File: src/rtl/rf_exec_pkg.sv
`default_nettype none
// ============================================================================
// Module      : rf_exec_pkg
// Description : Shared widths, opcode and FSM state encodings for rf_exec_ctrl.
// Revision    : 1.0 - initial release
// ============================================================================
package rf_exec_pkg;

    localparam int DATA_W = 2;
    localparam int ADDR_W = 1;

    typedef enum logic [2:0] {
        OP_ADD = 3'b000,
        OP_SUB = 3'b001,
        OP_AND = 3'b010,
        OP_OR  = 3'b011,
        OP_XOR = 3'b100,
        OP_LDI = 3'b101,
        OP_MOV = 3'b110,
        OP_NOP = 3'b111
    } opcode_e;

    typedef enum logic [1:0] {
        ST_IDLE  = 2'd0,
        ST_READ  = 2'd1,
        ST_EXEC  = 2'd2,
        ST_WRITE = 2'd3
    } state_e;

endpackage : rf_exec_pkg
`default_nettype wire

File: src/rtl/rf_exec_ctrl_if.sv
`default_nettype none
// ============================================================================
// Module      : rf_exec_ctrl_if
// Description : Instruction handshake, register-file port and status bundle.
// Revision    : 1.0 - initial release
// ============================================================================
interface rf_exec_ctrl_if;
    import rf_exec_pkg::*;

    logic              instr_valid;
    logic              instr_ready;
    logic [2:0]        instr_op;
    logic [ADDR_W-1:0] instr_rd;
    logic [ADDR_W-1:0] instr_rs1;
    logic [ADDR_W-1:0] instr_rs2;
    logic [DATA_W-1:0] instr_imm;
    logic [ADDR_W-1:0] rf_raddr1;
    logic [ADDR_W-1:0] rf_raddr2;
    logic [DATA_W-1:0] rf_rdata1;
    logic [DATA_W-1:0] rf_rdata2;
    logic [ADDR_W-1:0] rf_waddr;
    logic [DATA_W-1:0] rf_wdata;
    logic              rf_we;
    logic              busy;
    logic              done;
    logic              carry_flag;
    logic              zero_flag;

    // Controller side
    modport master (
        input  instr_valid, instr_op, instr_rd, instr_rs1, instr_rs2, instr_imm,
        input  rf_rdata1, rf_rdata2,
        output instr_ready, rf_raddr1, rf_raddr2, rf_waddr, rf_wdata, rf_we,
        output busy, done, carry_flag, zero_flag
    );

    // Instruction source / register file side
    modport slave (
        output instr_valid, instr_op, instr_rd, instr_rs1, instr_rs2, instr_imm,
        output rf_rdata1, rf_rdata2,
        input  instr_ready, rf_raddr1, rf_raddr2, rf_waddr, rf_wdata, rf_we,
        input  busy, done, carry_flag, zero_flag
    );

endinterface : rf_exec_ctrl_if
`default_nettype wire

File: src/rtl/alu2.sv
`default_nettype none
// ============================================================================
// Module      : alu2
// Description : Combinational ALU: (op, A, B, imm) -> (result, carry).
// Revision    : 1.0 - initial release
// ============================================================================
module alu2
    import rf_exec_pkg::*;
(
    input  opcode_e           op,
    input  logic [DATA_W-1:0] a,
    input  logic [DATA_W-1:0] b,
    input  logic [DATA_W-1:0] imm,
    output logic [DATA_W-1:0] result,
    output logic              carry
);

    logic [DATA_W:0] sum;
    logic [DATA_W:0] diff;

    assign sum  = {1'b0, a} + {1'b0, b};
    // MSB of the extended difference is the borrow (A < B)
    assign diff = {1'b0, a} - {1'b0, b};

    always_comb begin
        result = '0;
        carry  = 1'b0;
        case (op)
            OP_ADD: begin
                result = sum[DATA_W-1:0];
                carry  = sum[DATA_W];
            end
            OP_SUB: begin
                result = diff[DATA_W-1:0];
                carry  = diff[DATA_W];
            end
            OP_AND:  result = a & b;
            OP_OR:   result = a | b;
            OP_XOR:  result = a ^ b;
            OP_LDI:  result = imm;
            OP_MOV:  result = a;
            default: result = '0;
        endcase
    end

endmodule : alu2
`default_nettype wire

File: src/rtl/rf_exec_ctrl.sv
`default_nettype none
// ============================================================================
// Module      : rf_exec_ctrl
// Description : Four-state execute controller in front of the 2-entry RF.
//               Define RF_EXEC_FLAGS_EN to build the carry/zero flag registers.
// Revision    : 1.0 - initial release
// ============================================================================
module rf_exec_ctrl
    import rf_exec_pkg::*;
(
    input  logic           clk,
    input  logic           reset,
    rf_exec_ctrl_if.master bus
);

    state_e            state_q, state_d;
    logic              ready_q, ready_d;
    opcode_e           op_q, op_d;
    logic [ADDR_W-1:0] rd_q, rd_d;
    logic [ADDR_W-1:0] rs1_q, rs1_d;
    logic [ADDR_W-1:0] rs2_q, rs2_d;
    logic [DATA_W-1:0] imm_q, imm_d;
    logic [DATA_W-1:0] a_q, a_d;
    logic [DATA_W-1:0] b_q, b_d;
    logic [DATA_W-1:0] result_q, result_d;
    logic [DATA_W-1:0] alu_result;
    logic              alu_carry;

    alu2 u_alu2 (
        .op     (op_q),
        .a      (a_q),
        .b      (b_q),
        .imm    (imm_q),
        .result (alu_result),
        .carry  (alu_carry)
    );

    always_comb begin
        state_d  = state_q;
        op_d     = op_q;
        rd_d     = rd_q;
        rs1_d    = rs1_q;
        rs2_d    = rs2_q;
        imm_d    = imm_q;
        a_d      = a_q;
        b_d      = b_q;
        result_d = result_q;
        case (state_q)
            ST_IDLE: begin
                if (bus.instr_valid && ready_q) begin
                    op_d    = opcode_e'(bus.instr_op);
                    rd_d    = bus.instr_rd;
                    rs1_d   = bus.instr_rs1;
                    rs2_d   = bus.instr_rs2;
                    imm_d   = bus.instr_imm;
                    state_d = ST_READ;
                end
            end
            ST_READ: begin
                a_d     = bus.rf_rdata1;
                b_d     = bus.rf_rdata2;
                state_d = ST_EXEC;
            end
            ST_EXEC: begin
                result_d = alu_result;
                state_d  = ST_WRITE;
            end
            default: state_d = ST_IDLE;
        endcase
        // Registered ready stays low through reset and rises one edge later
        ready_d = (state_d == ST_IDLE);
    end

    always_ff @(posedge clk or posedge reset) begin
        if (reset) begin
            state_q  <= ST_IDLE;
            ready_q  <= 1'b0;
            op_q     <= OP_ADD;
            rd_q     <= '0;
            rs1_q    <= '0;
            rs2_q    <= '0;
            imm_q    <= '0;
            a_q      <= '0;
            b_q      <= '0;
            result_q <= '0;
        end else begin
            state_q  <= state_d;
            ready_q  <= ready_d;
            op_q     <= op_d;
            rd_q     <= rd_d;
            rs1_q    <= rs1_d;
            rs2_q    <= rs2_d;
            imm_q    <= imm_d;
            a_q      <= a_d;
            b_q      <= b_d;
            result_q <= result_d;
        end
    end

    assign bus.instr_ready = ready_q;
    assign bus.busy        = (state_q != ST_IDLE);
    assign bus.done        = (state_q == ST_WRITE);
    assign bus.rf_we       = (state_q == ST_WRITE) && (op_q != OP_NOP);
    assign bus.rf_raddr1   = rs1_q;
    assign bus.rf_raddr2   = rs2_q;
    assign bus.rf_waddr    = rd_q;
    assign bus.rf_wdata    = result_q;

`ifdef RF_EXEC_FLAGS_EN
    logic carry_flag_q, carry_flag_d;
    logic zero_flag_q, zero_flag_d;

    // Loaded alongside the result so the flags are valid while done is high
    always_comb begin
        carry_flag_d = carry_flag_q;
        zero_flag_d  = zero_flag_q;
        if (state_q == ST_EXEC && op_q != OP_NOP) begin
            carry_flag_d = alu_carry;
            zero_flag_d  = (alu_result == '0);
        end
    end

    always_ff @(posedge clk or posedge reset) begin
        if (reset) begin
            carry_flag_q <= 1'b0;
            zero_flag_q  <= 1'b0;
        end else begin
            carry_flag_q <= carry_flag_d;
            zero_flag_q  <= zero_flag_d;
        end
    end

    assign bus.carry_flag = carry_flag_q;
    assign bus.zero_flag  = zero_flag_q;
`else
    logic unused_carry;
    assign unused_carry   = alu_carry;
    assign bus.carry_flag = 1'b0;
    assign bus.zero_flag  = 1'b0;
`endif

endmodule : rf_exec_ctrl
`default_nettype wire

File: src/flat_wrapper.sv
// flat-port wrapper written by rule: the top's interface ports become plain ports
module rf_exec_ctrl_flat import rf_exec_pkg::*;
  (clk, reset, bus_instr_valid, bus_instr_op, bus_instr_rd, bus_instr_rs1, bus_instr_rs2, bus_instr_imm, bus_rf_rdata1, bus_rf_rdata2, bus_instr_ready, bus_rf_raddr1, bus_rf_raddr2, bus_rf_waddr, bus_rf_wdata, bus_rf_we, bus_busy, bus_done, bus_carry_flag, bus_zero_flag);
  rf_exec_ctrl_if bus_i ();
  input  logic clk;
  input  logic reset;
  input wire logic [$bits(bus_i.instr_valid)-1:0] bus_instr_valid;
  input wire logic [$bits(bus_i.instr_op)-1:0] bus_instr_op;
  input wire logic [$bits(bus_i.instr_rd)-1:0] bus_instr_rd;
  input wire logic [$bits(bus_i.instr_rs1)-1:0] bus_instr_rs1;
  input wire logic [$bits(bus_i.instr_rs2)-1:0] bus_instr_rs2;
  input wire logic [$bits(bus_i.instr_imm)-1:0] bus_instr_imm;
  input wire logic [$bits(bus_i.rf_rdata1)-1:0] bus_rf_rdata1;
  input wire logic [$bits(bus_i.rf_rdata2)-1:0] bus_rf_rdata2;
  output wire logic [$bits(bus_i.instr_ready)-1:0] bus_instr_ready;
  output wire logic [$bits(bus_i.rf_raddr1)-1:0] bus_rf_raddr1;
  output wire logic [$bits(bus_i.rf_raddr2)-1:0] bus_rf_raddr2;
  output wire logic [$bits(bus_i.rf_waddr)-1:0] bus_rf_waddr;
  output wire logic [$bits(bus_i.rf_wdata)-1:0] bus_rf_wdata;
  output wire logic [$bits(bus_i.rf_we)-1:0] bus_rf_we;
  output wire logic [$bits(bus_i.busy)-1:0] bus_busy;
  output wire logic [$bits(bus_i.done)-1:0] bus_done;
  output wire logic [$bits(bus_i.carry_flag)-1:0] bus_carry_flag;
  output wire logic [$bits(bus_i.zero_flag)-1:0] bus_zero_flag;
  assign bus_i.instr_valid = bus_instr_valid;
  assign bus_i.instr_op = bus_instr_op;
  assign bus_i.instr_rd = bus_instr_rd;
  assign bus_i.instr_rs1 = bus_instr_rs1;
  assign bus_i.instr_rs2 = bus_instr_rs2;
  assign bus_i.instr_imm = bus_instr_imm;
  assign bus_i.rf_rdata1 = bus_rf_rdata1;
  assign bus_i.rf_rdata2 = bus_rf_rdata2;
  assign bus_instr_ready = bus_i.instr_ready;
  assign bus_rf_raddr1 = bus_i.rf_raddr1;
  assign bus_rf_raddr2 = bus_i.rf_raddr2;
  assign bus_rf_waddr = bus_i.rf_waddr;
  assign bus_rf_wdata = bus_i.rf_wdata;
  assign bus_rf_we = bus_i.rf_we;
  assign bus_busy = bus_i.busy;
  assign bus_done = bus_i.done;
  assign bus_carry_flag = bus_i.carry_flag;
  assign bus_zero_flag = bus_i.zero_flag;
  rf_exec_ctrl u_core (.clk(clk), .reset(reset), .bus(bus_i));
endmodule
File: config.mk
export PLATFORM = sky130hd
export DESIGN_NAME = rf_exec_ctrl_flat
export DESIGN_NICKNAME = d
export VERILOG_FILES = /design/src/rtl/rf_exec_pkg.sv /design/src/rtl/rf_exec_ctrl_if.sv /design/src/rtl/alu2.sv /design/src/rtl/rf_exec_ctrl.sv /design/src/flat_wrapper.sv
export SDC_FILE = /design/constraint.sdc
export NUM_CORES = 1
export LEC_CHECK = 0
export CAP_MARGIN = 40
export CORE_ASPECT_RATIO = 1.1
export CORE_MARGIN = 2
export CORE_UTILIZATION = 40
export CTS_CLUSTER_DIAMETER = 100
export DETAILED_ROUTE_END_ITERATION = 12
export GPL_ROUTABILITY_DRIVEN = 0
export MAX_ROUTING_LAYER = met4
export PLACE_DENSITY = 0.68
export SLEW_MARGIN = 20
export SYNTH_ARGS = -nofsm -noshare
export SYNTH_HDL_FRONTEND = slang
export SYNTH_SLANG_ARGS = --single-unit
File: constraint.sdc
create_clock -name clk -period 1.57 [get_ports clk]
set_input_delay 0.314 -clock clk [delete_from_list [all_inputs] [get_ports clk]]
set_output_delay 0.314 -clock clk [all_outputs]
set_load 0.01 [all_outputs]
==> results of run 1 <==
kinds of logic (layout without fill, tap and decap cells):
family          Yosys count  in the layout
mux                      10             10
fa+ha+maj                 9              9
other cells               1              2
simple gates             17             17
buf+inv                  14             49
xor+xnor                  3              3
flops                    17             17
compound gates           15             15
layout make-up:
type	count	area, sq um
multi-input combinational	56	494.2
clock buffer	3	22.52
tap	30	37.54
clock inverter	1	5.005
fill	189	872.1
inverter	9	38.79
timing repair buffer	36	356.6
sequential	17	425.4
flip-flops by register name, summed over array words and instances (netlist names):
register                count
u_core.imm_q                2
u_core.b_q                  2
u_core.op_q                 3
u_core.bus.rf_raddr2        1
u_core.a_q                  2
u_core.bus.rf_wdata         2
u_core.state_q              2
u_core.bus.instr_ready      1
u_core.bus.rf_raddr1        1
u_core.bus.rf_waddr         1
repair_timing:
item	4_1_cts	5_1_grt
resized for setup	11	17
pin swaps	1	2
hold buffers	0	0
setup endpoints to repair	3	15
buffers inserted	4	2
path summary, 6_finish.rpt:
check	from	endpoint	slack [ns]	depth (start not counted)
setup / recovery	u_core.bus.rf_wdata[0]	bus_rf_wdata[0]	0.05	1
max in group asynchronous	reset	u_core.bus.instr_ready	0.96	3
hold / removal	reset	u_core.bus.rf_raddr1	0.25	2
min in group clk	u_core.bus.rf_raddr1	u_core.bus.rf_raddr1	0.52	1
hold reg to reg	u_core.bus.rf_raddr1	u_core.bus.rf_raddr1	0.52	1
setup reg to reg	u_core.state_q[1]	u_core.op_q[1]	0.07	7
worst register-to-register path: cells and delay by family (launching register included):
family | cells | cell delay, ns
buffers and inverters | 4 | 0.44
DFF | 1 | 0.40
muxes | 1 | 0.33
adders and majority gates | 1 | 0.15
and+or+nand+nor | 1 | 0.10
cells in the mapped netlist, drive strengths merged:
master	count
a21oi	3
xnor2	2
nor3b	3
o41ai	1
a31oi	1
a21o	1
nand3	1
nand2	5
a311o	1
mux2	9
nand2b	1
a221oi	2
conb	1
nor2b	3
nor2	2
or3	1
xor2	1
nand4	1
inv	9
ha	9
o21ai	6
mux2i	1
buf	5
dfrtp	17
layer usage:
layer  vias to the layer above  routed length, um
met2                        14               1073
met1                       354                824
met5                         -                  0
li1                        360                  -
met4                         0                 17
met3                         2                 60
report_power, final:
group          internal [mW]  switching, mW  leakage, nW
combinational          0.899          0.716        0.423
clock                 0.0946          0.140       0.0177
sequential             0.662          0.163        0.205
total                   1.66           1.02        0.646
==> impl_metrics.env, run 1 <==
export IMPL_first_global_vias=790
export IMPL_synthXorXnorAreaFrac_pct=2.742
export IMPL_slew_violations=0
export IMPL_cts_tree="done"
export IMPL_die_w_um=50.67
export IMPL_overflow=0
export IMPL_setup_violations_final=0
export IMPL_muxShareOfSynthArea_pct=12.01
export IMPL_final_cell_area_sq_um=1380
export IMPL_synth_top_family_by_area="multiplexers"
export IMPL_layout_common_cells="clkdlybuf4s50_1 (18), dfrtp_1 (17), buf_4 (9), mux2_2 (8)"
export IMPL_placed_cell_area_sq_um=1266
export IMPL_area_growth_pct=43.99
export IMPL_met2_usage_pct=28.57
export IMPL_max_freq_mhz=659.6
export IMPL_die_h_um=55.34
export IMPL_worstSkewPairLatency_ns=0.29
export IMPL_place_ws_ns=-0.06218
export IMPL_final_core_util_pct=61.28
export IMPL_endpoint_kind="output pin"
export IMPL_path_clk_slew_ns=0.10
export IMPL_htree_levels=1
export IMPL_synth_seq_cells=17
export IMPL_num_vias=730
export IMPL_hold_viol_final=0
export IMPL_synthTopCellsByArea="dfrtp_1 (44%), ha_1 (12%), mux2_2 (9.4%), inv_1 (3.5%), o21ai_0 (3.1%)"
export IMPL_placed_cells=142
export IMPL_finalWorstSetupSlack_ns=0.05395
export IMPL_ys_seq_area_share_pct=44.39
export IMPL_crit_chain="clkdlybuf4s50_1"
export IMPL_setup_tns_ns=0
export IMPL_synth_simple_gate_area_share_pct=10.31
export IMPL_dp_final_hpwl_um=1495
export IMPL_port_buffer_count=23
export IMPL_cp_required_ns=1.26
export IMPL_max_cap_violations=0
export IMPL_synth_distinct_cells=28
export IMPL_design_core_area_sq_um=2252
export IMPL_synth_largest_area_cell="dfrtp_1"
export IMPL_antenna_cells=0
export IMPL_busiest_layer="met2"
export IMPL_critical_path_max_stage_delay_ns=0.54
export IMPL_synth_adder_area_share_pct=11.75
export IMPL_critPathLaunchType="flip-flop"
export IMPL_syn_area_per_cell_sq_um=11.14
export IMPL_clkSinkCount=17
export IMPL_hold_slack_ns=0.2527
export IMPL_cp_slowest_cell="clkdlybuf4s50_1"
export IMPL_cts_path_max_buffers=2
export IMPL_fin_crit_ns=1.516
export IMPL_stdcell_count=152
export IMPL_wl_per_cell_um=13.00
export IMPL_groute_layer_met3_usage_pct=2.973
export IMPL_antenna_found_initial=0
export IMPL_drt_iter0_markers=5
export IMPL_grt_max_degree=12
export IMPL_wirelength_um=1976
export IMPL_critPathTopFamily="buffers and inverters"
export IMPL_viasPerCell=4.803
export IMPL_detail_route_antenna_nets=0
export IMPL_clockRootBuffer="clkbuf_4"
export IMPL_grt_pass1_wl_um=3601
export IMPL_netlist_area_leader_share_pct=44.39
export IMPL_arrival_ns=1.20
export IMPL_fin_nets=147
export IMPL_drc=0
export IMPL_p_leak_nw=0.6458
export IMPL_ioPinCount=26
export IMPL_drive_gt1_share_pct=31.97
export IMPL_synth_compound_area_share_pct=10.57
export IMPL_status="finished clean"
export IMPL_peakVddDrop_uv=1042
export IMPL_hold_path_class="in2async"
export IMPL_start_util_pct=42.56
export IMPL_yosysWarnings=0
export IMPL_dr_pass1_iters=4
export IMPL_final_common_cell="clkdlybuf4s50_1"
export IMPL_rsz0062_at_grt="yes"
export IMPL_path_buf_inv=1
export IMPL_num_rows=18
export IMPL_grtUsageTotal_pct=17.29
export IMPL_cts_buffers=3
export IMPL_period_share_pct=96.56
export IMPL_fin_skew_ns=0.005043
export IMPL_critical_path_class="reg2out"
export IMPL_synthCells=86
export IMPL_powerDensity_nw_per_um2=1938
export IMPL_total_power_mw=2.675
export IMPL_grt_use_met1_pct=21.21
export IMPL_dieArea_sq_um=2804
export IMPL_critPathMaxFanout=2
export IMPL_syn_cell_area_sq_um=958.4
(Power assumes the default switching activity.)
==> run 2, diff against run 1 <==
--- a/config.mk
+++ b/config.mk
@@ -8,12 +8,13 @@
 export CAP_MARGIN = 40
 export CORE_ASPECT_RATIO = 1.1
 export CORE_MARGIN = 2
-export CORE_UTILIZATION = 40
+export CORE_UTILIZATION = 44
+export CTS_BUF_LIST = sky130_fd_sc_hd__clkbuf_4 sky130_fd_sc_hd__clkbuf_8
 export CTS_CLUSTER_DIAMETER = 100
 export DETAILED_ROUTE_END_ITERATION = 12
 export GPL_ROUTABILITY_DRIVEN = 0
 export MAX_ROUTING_LAYER = met4
-export PLACE_DENSITY = 0.68
+export PLACE_DENSITY = 0.74
 export SLEW_MARGIN = 20
 export SYNTH_ARGS = -nofsm -noshare
 export SYNTH_HDL_FRONTEND = slang
==> run 2 against run 1 <==
First-iteration DRC count is 40% lower. Largest power group unchanged. Critical path depth is 4 higher. Via count is 1.5% lower. Highest routed layer unchanged. Maximum frequency is 0.16% lower. Largest cell class unchanged.
==> impl_metrics.env, run 2 (same netlist as run 1, synthesis figures left out) <==
export IMPL_status="finished clean"
export IMPL_rsz0062_at_grt="yes"
export IMPL_period_share_pct=96.72
export IMPL_max_cap_violations=0
export IMPL_grt_max_degree=18
export IMPL_num_rows=17
export IMPL_drt_iter0_markers=3
export IMPL_grt_use_met1_pct=19.96
export IMPL_design_core_area_sq_um=2042
export IMPL_busiest_layer="met2"
export IMPL_die_h_um=52.95
export IMPL_powerDensity_nw_per_um2=1913
export IMPL_p_seq_share_pct=31.9
export IMPL_cp_required_ns=1.26
export IMPL_die_w_um=48.50
export IMPL_critical_path_class="reg2out"
export IMPL_place_ws_ns=-0.05523
export IMPL_path_buf_inv=4
export IMPL_placed_cell_area_sq_um=1251
export IMPL_critPathMaxFanout=3
export IMPL_peakVddDrop_uv=1277
export IMPL_met2_usage_pct=31.71
export IMPL_clockRootBuffer="clkbuf_4"
export IMPL_p_sw_mw=0.9647
export IMPL_finalWorstSetupSlack_ns=0.05154
export IMPL_viasPerCell=4.891
export IMPL_max_freq_mhz=658.6
export IMPL_wirelength_um=1943
export IMPL_setup_violations_final=0
export IMPL_cts_buffers=3
export IMPL_groute_layer_met3_usage_pct=6.215
export IMPL_grtUsageTotal_pct=18.12
export IMPL_cts_tree="done"
export IMPL_clkSinkCount=17
export IMPL_slew_violations=0
export IMPL_setup_tns_ns=0
export IMPL_num_vias=719
export IMPL_endpoint_kind="output pin"
export IMPL_critical_path_max_stage_delay_ns=0.39
export IMPL_antenna_cells=0
export IMPL_top_register="u_core.op_q"
export IMPL_dr_pass1_iters=4
export IMPL_fin_skew_ns=0.001398
export IMPL_drive_gt1_share_pct=28.57
export IMPL_p_leak_nw=0.6395
export IMPL_arrival_ns=1.20
export IMPL_path_clk_slew_ns=0.10
export IMPL_layout_common_cells="dfrtp_1 (17), clkdlybuf4s50_1 (16), buf_4 (10), mux2_2 (8), inv_1 (7)"
export IMPL_grt_pass1_wl_um=3381
export IMPL_hold_slack_ns=0.3369
export IMPL_wl_per_cell_um=13.22
export IMPL_htree_levels=1
export IMPL_critPathLaunchType="flip-flop"
export IMPL_p_int_mw=1.566
export IMPL_power_frac_clock_pct=9.4
export IMPL_start_util_pct=46.94
export IMPL_critPathTopFamily="flip-flops"
export IMPL_hold_path_class="in2async"
export IMPL_largest_register_ffs=3
export IMPL_hold_viol_final=0
export IMPL_crit_chain="buf_4 > inv_2 > ha_4 > inv_1 > buf_2"
export IMPL_worstSkewPairLatency_ns=0.29
export IMPL_fin_nets=144
export IMPL_holdBufCountCts=0
export IMPL_final_common_cell="dfrtp_1"
export IMPL_total_power_mw=2.530
export IMPL_antenna_found_initial=0
export IMPL_port_buffer_count=23
export IMPL_cts_path_max_buffers=2
export IMPL_detail_route_antenna_nets=0
export IMPL_switching_share_pct=38.13
export IMPL_drc=0
export IMPL_final_cell_area_sq_um=1323
export IMPL_pwr_share_comb_pct=58.8
export IMPL_cp_slowest_cell="dfrtp_1"
export IMPL_first_global_vias=767
export IMPL_overflow=0
export IMPL_dp_final_hpwl_um=1443
export IMPL_dieArea_sq_um=2568
export IMPL_area_growth_pct=37.99
export IMPL_fin_crit_ns=1.518
export IMPL_ioPinCount=26
[run 2: cell types whose count changed in the layout (fill, tap and decap cells not counted), sizes merged]
cell / delta
buf: -2
clkdlybuf4s50: -2
dlymetal6s2s: +2
clkbuf: -1
[run 2: through the flow]
stage               cells  utilization, %
finish                147           64.77
global placement      140           61.27
detailed placement    140           61.27
floorplan              87               -
CTS                   147           63.79
global route          147           64.77
[run 2: layout make-up]
| cell class | instances | area (sq um) |
|---|---|---|
| clock buffers | 3 | 22.52 |
| clock inverters | 1 | 5.005 |
| fillers | 182 | 719.4 |
| inverters | 9 | 36.28 |
| multi-input cells | 56 | 483.0 |
| flip-flops and latches | 17 | 425.4 |
| well taps | 28 | 35.03 |
| repair buffers | 33 | 315.3 |
[run 2: worst paths after layout]
check	start	to	slack, ns	cells past startpoint
worst max-delay path	u_core.state_q[1]	bus_busy	0.05	5
worst min-delay path	reset	u_core.bus.rf_raddr1	0.34	3
worst max register to register	u_core.state_q[1]	u_core.bus.rf_wdata[1]	0.07	7
worst min register to register	u_core.bus.rf_raddr2	u_core.bus.rf_raddr2	0.52	1
max in group asynchronous	reset	u_core.imm_q[1]	1.04	3
min in group clk	u_core.bus.rf_raddr2	u_core.bus.rf_raddr2	0.52	1
[run 2: worst reg2reg max path, cell delays in order, from the launching register on]
cell and delay (ns):
dfrtp_1 0.39, buf_4 0.14, buf_4 0.12, ha_2 0.20, nand4_1 0.11, o21ai_2 0.07, a311o_1 0.27, o41ai_1 0.07
[run 2: routing by layer]
metal  part of all wire, %  wire [um]
met5                     0          0
met4                  0.21          4
met3                   5.1         99
met2                    55       1060
met1                    40        778
[run 2: power groups by stage]
stage	Sequential [mW]	Clock [mW]	Combinational, mW
after CTS	0.804	0.250	1.48
after global routing	0.835	0.275	1.65
after floorplan	0.820	0	0.900
after detailed placement	0.817	0	1.41
final	0.806	0.237	1.49
after global placement	0.810	0	1.36
[run 2: repair_timing]
item,4_1_cts,5_1_grt
setup buffers,3,0
resized for setup,14,9
pin swaps,1,0
setup endpoints to repair,3,7
==> run 3, diff against run 2 <==
--- a/config.mk
+++ b/config.mk
@@ -13,8 +13,10 @@
 export CTS_CLUSTER_DIAMETER = 100
 export DETAILED_ROUTE_END_ITERATION = 12
 export GPL_ROUTABILITY_DRIVEN = 0
+export HOLD_SLACK_MARGIN = 0.1
 export MAX_ROUTING_LAYER = met4
 export PLACE_DENSITY = 0.74
+export SETUP_SLACK_MARGIN = 0.4
 export SLEW_MARGIN = 20
 export SYNTH_ARGS = -nofsm -noshare
 export SYNTH_HDL_FRONTEND = slang
==> run 3 against run 2 <==
Count of clock-buffer cells in the layout is 1 higher. Register-to-register slack worse by 0.06 ns. Final area is 12% higher. Clock power is 2% higher. Combinational power is 36% higher. Hold slack better by 0.0011 ns. Critical path depth is 2 higher.
==> impl_metrics.env, run 3 (same netlist as run 1, synthesis figures left out) <==
export IMPL_status="finished clean"
export IMPL_reg2reg_from="u_core.state_q[1]"
export IMPL_grt_pass1_wl_um=3498
export IMPL_die_h_um=52.95
export IMPL_fillers=163
export IMPL_ioPinCount=26
export IMPL_dr_pass1_iters=4
export IMPL_wirelength_um=2253
export IMPL_period_share_pct=99.19
export IMPL_largest_register_ffs=3
export IMPL_grtUsageTotal_pct=18.52
export IMPL_drc=0
export IMPL_fin_nets=152
export IMPL_overflow=0
export IMPL_drt_iter0_markers=13
export IMPL_rsz0062_at_grt="yes"
export IMPL_final_common_cell="dfrtp_1"
export IMPL_cts_path_max_buffers=2
export IMPL_hold_path_class="in2async"
export IMPL_final_core_util_pct=72.30
export IMPL_critical_path_class="reg2reg"
export IMPL_endpoint_kind="flip-flop"
export IMPL_power_frac_clock_pct=7.8
export IMPL_worstSkewPairLatency_ns=0.28
export IMPL_num_vias=781
export IMPL_reg2reg_to="u_core.bus.rf_wdata[1]"
export IMPL_p_leak_nw=0.7034
export IMPL_top_register="u_core.op_q"
export IMPL_antenna_cells=0
export IMPL_total_power_mw=3.096
export IMPL_max_cap_violations=0
export IMPL_detail_route_antenna_nets=0
export IMPL_layout_common_cells="dfrtp_1 (17), clkdlybuf4s50_1 (14), buf_4 (11), mux2_4 (9), buf_6 (9)"
export IMPL_die_w_um=48.50
export IMPL_hold_slack_ns=0.3380
export IMPL_dieArea_sq_um=2568
export IMPL_setup_violations_final=0
export IMPL_fin_crit_ns=1.557
export IMPL_holdBufCountCts=0
export IMPL_num_rows=17
export IMPL_design_core_area_sq_um=2042
export IMPL_antenna_found_initial=0
export IMPL_cts_tree="done"
export IMPL_drive_gt1_share_pct=48.03
export IMPL_p_seq_share_pct=26.5
export IMPL_slew_violations=0
export IMPL_r2r_cells=7
export IMPL_clkSinkCount=17
export IMPL_ff2ff_setup_slack_ns=0.01
export IMPL_hold_viol_final=0
export IMPL_dp_final_hpwl_um=1510
export IMPL_cts_buffers=3
export IMPL_viasPerCell=5.039
export IMPL_port_buffer_count=23
export IMPL_p_int_mw=1.903
export IMPL_grt_max_degree=18
export IMPL_peakVddDrop_uv=1275
export IMPL_switching_share_pct=38.54
export IMPL_cp_required_ns=1.74
export IMPL_pwr_share_comb_pct=65.6
export IMPL_placed_cells=142
export IMPL_powerDensity_nw_per_um2=2097
export IMPL_stdcell_count=155
export IMPL_path_clk_slew_ns=0.10
export IMPL_arrival_ns=1.73
export IMPL_first_global_vias=807
export IMPL_max_freq_mhz=642.1
export IMPL_start_util_pct=46.94
export IMPL_fin_skew_ns=0.001936
export IMPL_wl_per_cell_um=14.54
export IMPL_area_growth_pct=54.05
export IMPL_p_sw_mw=1.193
export IMPL_htree_levels=1
export IMPL_critPathMaxFanout=5
export IMPL_critPathLaunchType="flip-flop"
export IMPL_clockRootBuffer="clkbuf_4"
==> run 3: timing repair <==
item	CTS	global route
gates resized for setup	51	22
setup endpoints to repair	21	20
setup buffers	3	6
pin swaps	3	5
hold endpoints to repair	0	0
==> run 3: power by group through the flow <==
stage                     registers, mW  clock network, mW  logic (mW)
after global routing              0.845              0.269        2.21
after global placement            0.823                  0        1.50
after CTS                         0.811              0.253        1.71
after detailed placement          0.832                  0        1.55
final                             0.822              0.242        2.03
after floorplan                   0.832                  0       0.993
==> run 3: how the worst max path moves through the flow <==
stage / end / from / cells past startpoint
global route: bus_rf_we / u_core.state_q[0] / 4
floorplan: u_core.bus.rf_wdata[1] / u_core.a_q[1] / 5
finish: u_core.bus.rf_wdata[1] / u_core.state_q[1] / 7
detailed placement: u_core.bus.instr_ready / bus_instr_valid / 5
global placement: bus_rf_we / u_core.state_q[1] / 4
CTS: bus_rf_we / u_core.state_q[0] / 4
==> run 3: area by class of cell <==
class / instances / area (sq um) / area share (%)
timing repair buffer: 41 / 359.1 / 24.32
inverter: 9 / 41.29 / 2.797
clock buffer: 4 / 30.03 / 2.034
sequential: 17 / 425.4 / 28.81
multi-input combinational: 56 / 585.6 / 39.66
tap: 28 / 35.03 / 2.373
==> run 3: per-stage QoR <==
stage	cell area [sq um]	setup slack, ns	setup TNS [ns]
finish	1476	0.01269	0
global route	1476	-0.04657	-0.06759
CTS	1364	0.06237	0
detailed placement	1294	-0.02806	-0.03171
global placement	1294	0.02242	0
floorplan	1002	0.2492	0
==> run 3: worst max-delay path, stage by stage (launching register included) <==
cell	delay, ns
dfrtp_1	0.41
buf_6	0.14
buf_6	0.12
ha_4	0.17
nand4_1	0.10
o21ai_2	0.09
a311o_1	0.34
o41ai_2	0.07
==> run 3: per-layer routing <==
metal,vias to the layer above,wire [um],GRT usage (%)
met1,388,924,18.96
met5,-,0,-
met3,2,81,2.825
li1,368,-,-
met4,0,6,4.286
met2,23,1240,37.73
==> patch 1: new RTL, settings of run 3 <==
The option `RF_EXEC_FLAGS_EN` is turned on by a define.
--- a/src/rtl/rf_exec_ctrl.sv
+++ b/src/rtl/rf_exec_ctrl.sv
@@ -5,6 +5,8 @@
 //               Define RF_EXEC_FLAGS_EN to build the carry/zero flag registers.
 // Revision    : 1.0 - initial release
 // ============================================================================
+`define RF_EXEC_FLAGS_EN
+
 module rf_exec_ctrl
     import rf_exec_pkg::*;
 (
Function: changed (a bounded check fails within 10 cycles, from zero or initial values and one cycle with reset high).
==> patch 1 against run 3 <==
Count of clock-buffer cells in the layout shrank 1. Routed wire length grew 31%. Critical endpoint is now u_core.bus.zero_flag$_DFFE_PP0P_. The run now ends with setup timing left. Setup slack lost 380 ps. Area after synthesis grew 9.1%. Combinational power grew 20%. Power grew 16%. Design area grew 15%. Sequential cell count grew 2.
==> patch 1: results <==
set metrics [dict create \
    run_status "finished, violations left" \
    failed_checks "setup timing" \
    cts_setup_buffers 12 \
    grt.total_usage_pct 23.4 \
    postPlaceCellArea_mm2 0.00144 \
    skew_ps 1.32 \
    ys_top_cells_by_count "sky130_fd_sc_hd__dfrtp_1 (19), sky130_fd_sc_hd__inv_1 (11), sky130_fd_sc_hd__ha_1 (9)" \
    grt_pass1_vias 938 \
    setup_violations 9 \
    multi_input_comb_area_um2 643 \
    wire_length_of_the_first_global_routing_pass_um 4420 \
    layout.filler_cells 154 \
    detailroute.via_count 923 \
    distinct_cell_type_count_after_synthesis 32 \
    p_seq_mw 0.906 \
    post-place-cells 157 \
    leakagePower_nw 0.791 \
    totalWireLength_um 2950 \
    synth-xor-area-share_pct 0 \
    totalNegativeSetupSlack_ps -1030 \
    viasPerCell 5.24 \
    dp_slack_ps -336 \
    p_clk_share_pct 7.2 \
    post_route_cells_drive_above_1_share_pct 53.4 \
    synth_sequential_area_ratio_pct 45.5 \
    final.setup.worst_slack_ps -364 \
    grt_start_max_net_pins 13 \
    numPortBuffers 25 \
    post_cts_resize_count 72 \
    netlist_top_cells_area "sky130_fd_sc_hd__dfrtp_1 (45%), sky130_fd_sc_hd__ha_1 (11%), sky130_fd_sc_hd__mux2_2 (8.6%)" \
    timing.critical_path.fanout_max 3 \
    detailed_place_hpwl_um 1800 \
    intPower_mw 2.13 \
]
## patch 1: final cells by class
| cell class | instances | share of cell area (%) |
|---|---|---|
| tap | 30 | 2.22 |
| sequential | 19 | 28.1 |
| multi-input combinational | 59 | 38.0 |
| clock buffer | 3 | 1.33 |
| inverter | 12 | 2.81 |
| timing repair buffer | 52 | 27.2 |
| clock inverter | 1 | 0.296 |
## patch 1: per-layer routing
metal	up-vias	share of wire (%)	track usage (%)
met3	10	3.8	4.03
met2	25	55	41.9
met5	-	0	-
met1	460	37	25.3
li1	428	-	-
met4	0	4.8	13.1
## patch 1: worst paths after layout
kind	from	to	slack (ps)	cells past startpoint
setup / recovery	u_core.a_q[0]$_DFFE_PP0N_	u_core.bus.zero_flag$_DFFE_PP0P_	-360	6
hold / removal	reset	u_core.bus.rf_raddr2$_DFFE_PP0P_	260	2
setup reg to reg	u_core.a_q[0]$_DFFE_PP0N_	u_core.bus.zero_flag$_DFFE_PP0P_	-360	6
hold reg to reg	u_core.bus.rf_raddr2$_DFFE_PP0P_	u_core.bus.rf_raddr2$_DFFE_PP0P_	520	1
max in group asynchronous	reset	u_core.bus.rf_wdata[0]$_DFFE_PP0P_	930	3
min in group clk	u_core.bus.rf_raddr2$_DFFE_PP0P_	u_core.bus.rf_raddr2$_DFFE_PP0P_	520	1
## patch 1: worst max-delay path, stage by stage (launching register included)
cell                       delay, ps
sky130_fd_sc_hd__dfrtp_1         430
sky130_fd_sc_hd__ha_2            200
sky130_fd_sc_hd__fa_1            460
sky130_fd_sc_hd__or3b_1          350
sky130_fd_sc_hd__a21oi_2         170
sky130_fd_sc_hd__a211oi_2         50
sky130_fd_sc_hd__a22o_1          180
==> patch 2: new RTL, flow settings as in run 3 <==
Made on the original files. Re-encode `state_e` (4 states) as one-hot, 4 bits wide.
--- a/src/rtl/rf_exec_pkg.sv
+++ b/src/rtl/rf_exec_pkg.sv
@@ -20,11 +20,11 @@
         OP_NOP = 3'b111
     } opcode_e;
 
-    typedef enum logic [1:0] {
-        ST_IDLE  = 2'd0,
-        ST_READ  = 2'd1,
-        ST_EXEC  = 2'd2,
-        ST_WRITE = 2'd3
+    typedef enum logic [3:0] {
+        ST_IDLE  = 4'b0001,
+        ST_READ  = 4'b0010,
+        ST_EXEC  = 4'b0100,
+        ST_WRITE = 4'b1000
     } state_e;
 
 endpackage : rf_exec_pkg
Check against the original RTL: no difference found for any inputs over 10 cycles, from zero or initial values and one cycle with reset high; not proved beyond that.
==> patch 2 against run 3 <==
The flow now finishes with violations (setup timing). Setup slack got worse by 280 ps. Power down 16%. Area after synthesis is 0.39% higher. Design area shrank 5.4%. Worst hold slack got worse by 15 ps. Routed wire length down 11%. Sequential cell count increased by 2.
==> patch 2: results <==
set metrics [dict create \
    run_status "finished, violations left" \
    failed_checks "setup timing" \
    drt_first_pass_iters 4 \
    ys_top_cells_by_count "sky130_fd_sc_hd__dfrtp_1 (18), sky130_fd_sc_hd__inv_1 (7), sky130_fd_sc_hd__nand2_1 (7), sky130_fd_sc_hd__o21ai_0 (7)" \
    grt.total_usage_pct 17.6 \
    drtIter0Drc 7 \
    detailroute.via_count 738 \
    totalWireLength_um 2000 \
    grt_pass1_vias 709 \
    totalNegativeSetupSlack_ps -2310 \
    grtUsageMet3_pct 1.41 \
    wire_length_of_the_first_global_routing_pass_um 3300 \
    grt_util_met2_pct 29.2 \
    timing.critical_path.fanout_max 2 \
    irDropWorstVdd_v 0.00105 \
    critical-path-slowest-cell "sky130_fd_sc_hd__or4b_4" \
    setup_violations 13 \
    final.setup.worst_slack_ps -263 \
    netlist_top_cells_area "sky130_fd_sc_hd__dfrtp_1 (47%), sky130_fd_sc_hd__ha_1 (6.5%), sky130_fd_sc_hd__mux2_1 (5.9%)" \
    grtUsageMet1_pct 22.5 \
    antennaDiodeCount 0 \
    layout.nets 144 \
    post_route_cells_drive_above_1_share_pct 41.5 \
    grt_antenna_before_repair 0 \
    slowest_delay_ps 530 \
    synth_sequential_area_ratio_pct 49.5 \
    detailed_place_hpwl_um 1530 \
    leakagePower_nw 0.669 \
    distinct_cell_type_count_after_synthesis 29 \
    numCtsBuffers 3 \
    grt_start_max_net_pins 20 \
    skew_ps 7.43 \
]
## patch 2: changes by cell type after synthesis, sizes merged, moves of 3 or more
cell	before	now
nor4b	0	3
nor3b	3	0
a21oi	3	0
ha	9	5
## patch 2: final cells by class
cell class / instances / area, um^2
flip-flops and latches: 19 / 477
multi-input cells: 51 / 472
well taps: 28 / 35.0
inverters: 7 / 26.3
clock buffers: 4 / 30.0
repair buffers: 42 / 357
fillers: 169 / 646
## patch 2: final timing paths
path | slack, ps | depth (start not counted) | start | to
worst max register to register | -260 | 5 | u_core.state_q[1]$_DFF_PP0_ | u_core.op_q[0]$_DFFE_PP0P_
worst max-delay path | -260 | 3 | u_core.state_q[1]$_DFF_PP0_ | bus_busy
worst min register to register | 510 | 1 | u_core.bus.rf_raddr1$_DFFE_PP0P_ | u_core.bus.rf_raddr1$_DFFE_PP0P_
max in group asynchronous | 980 | 3 | reset | u_core.state_q[0]$_DFF_PP1_
min in group clk | 510 | 1 | u_core.bus.rf_raddr1$_DFFE_PP0P_ | u_core.bus.rf_raddr1$_DFFE_PP0P_
worst min-delay path | 320 | 3 | reset | u_core.bus.rf_raddr2$_DFFE_PP0P_
## patch 2: power by group
group	internal [mW]	total (mW)	switching, mW
clock	0.116	0.267	0.151
combinational	0.877	1.47	0.592
sequential	0.710	0.859	0.149
## patch 2: logic make-up (layout without fill, tap and decap cells)
| logic type | after synthesis | count (layout) | share of synthesized area [%] |
|---|---|---|---|
| adder cells (fa/ha/maj) | 5 | 5 | 6.50 |
| AO/OA/AOI/OAI | 12 | 12 | 7.80 |
| AND/OR/NAND/NOR | 18 | 18 | 12.5 |
| other | 1 | 2 | 0.390 |
| multiplexers | 12 | 12 | 13.8 |
| buffers and inverters | 12 | 53 | 6.24 |
| XOR/XNOR | 2 | 2 | 3.25 |
| flip-flops | 19 | 19 | 49.5 |
## patch 2: metal layers
metal  vias to the layer above  part of all wire (%)
met5                         -                     0
met1                       363                    45
met3                         2                   1.9
met4                         0                  0.95
li1                        362                     -
met2                        11                    52
## patch 2: what timing repair did
action / CTS / global route
setup endpoints to repair: 26 / 23
pin swaps: 2 / 0
gates resized for setup: 45 / 2
setup buffers: 3 / 2
## patch 2: through the flow
step	power, mW	instances	util, %	area [um^2]	setup slack (ps)
global route	2.77	151	68.4	1400	-294
detailed placement	2.25	142	65.4	1340	-267
global placement	2.19	142	65.4	1340	-268
floorplan	1.67	82	-	990	-157
CTS	2.57	149	67.3	1380	-267
finish	2.60	151	68.4	1400	-263
## patch 2: critical path: cells and delay by family (launching register included)
kind / cells / cell delay (ps)
buffers and inverters: 2 / 270
DFF: 1 / 420
and+or+nand+nor: 1 / 530
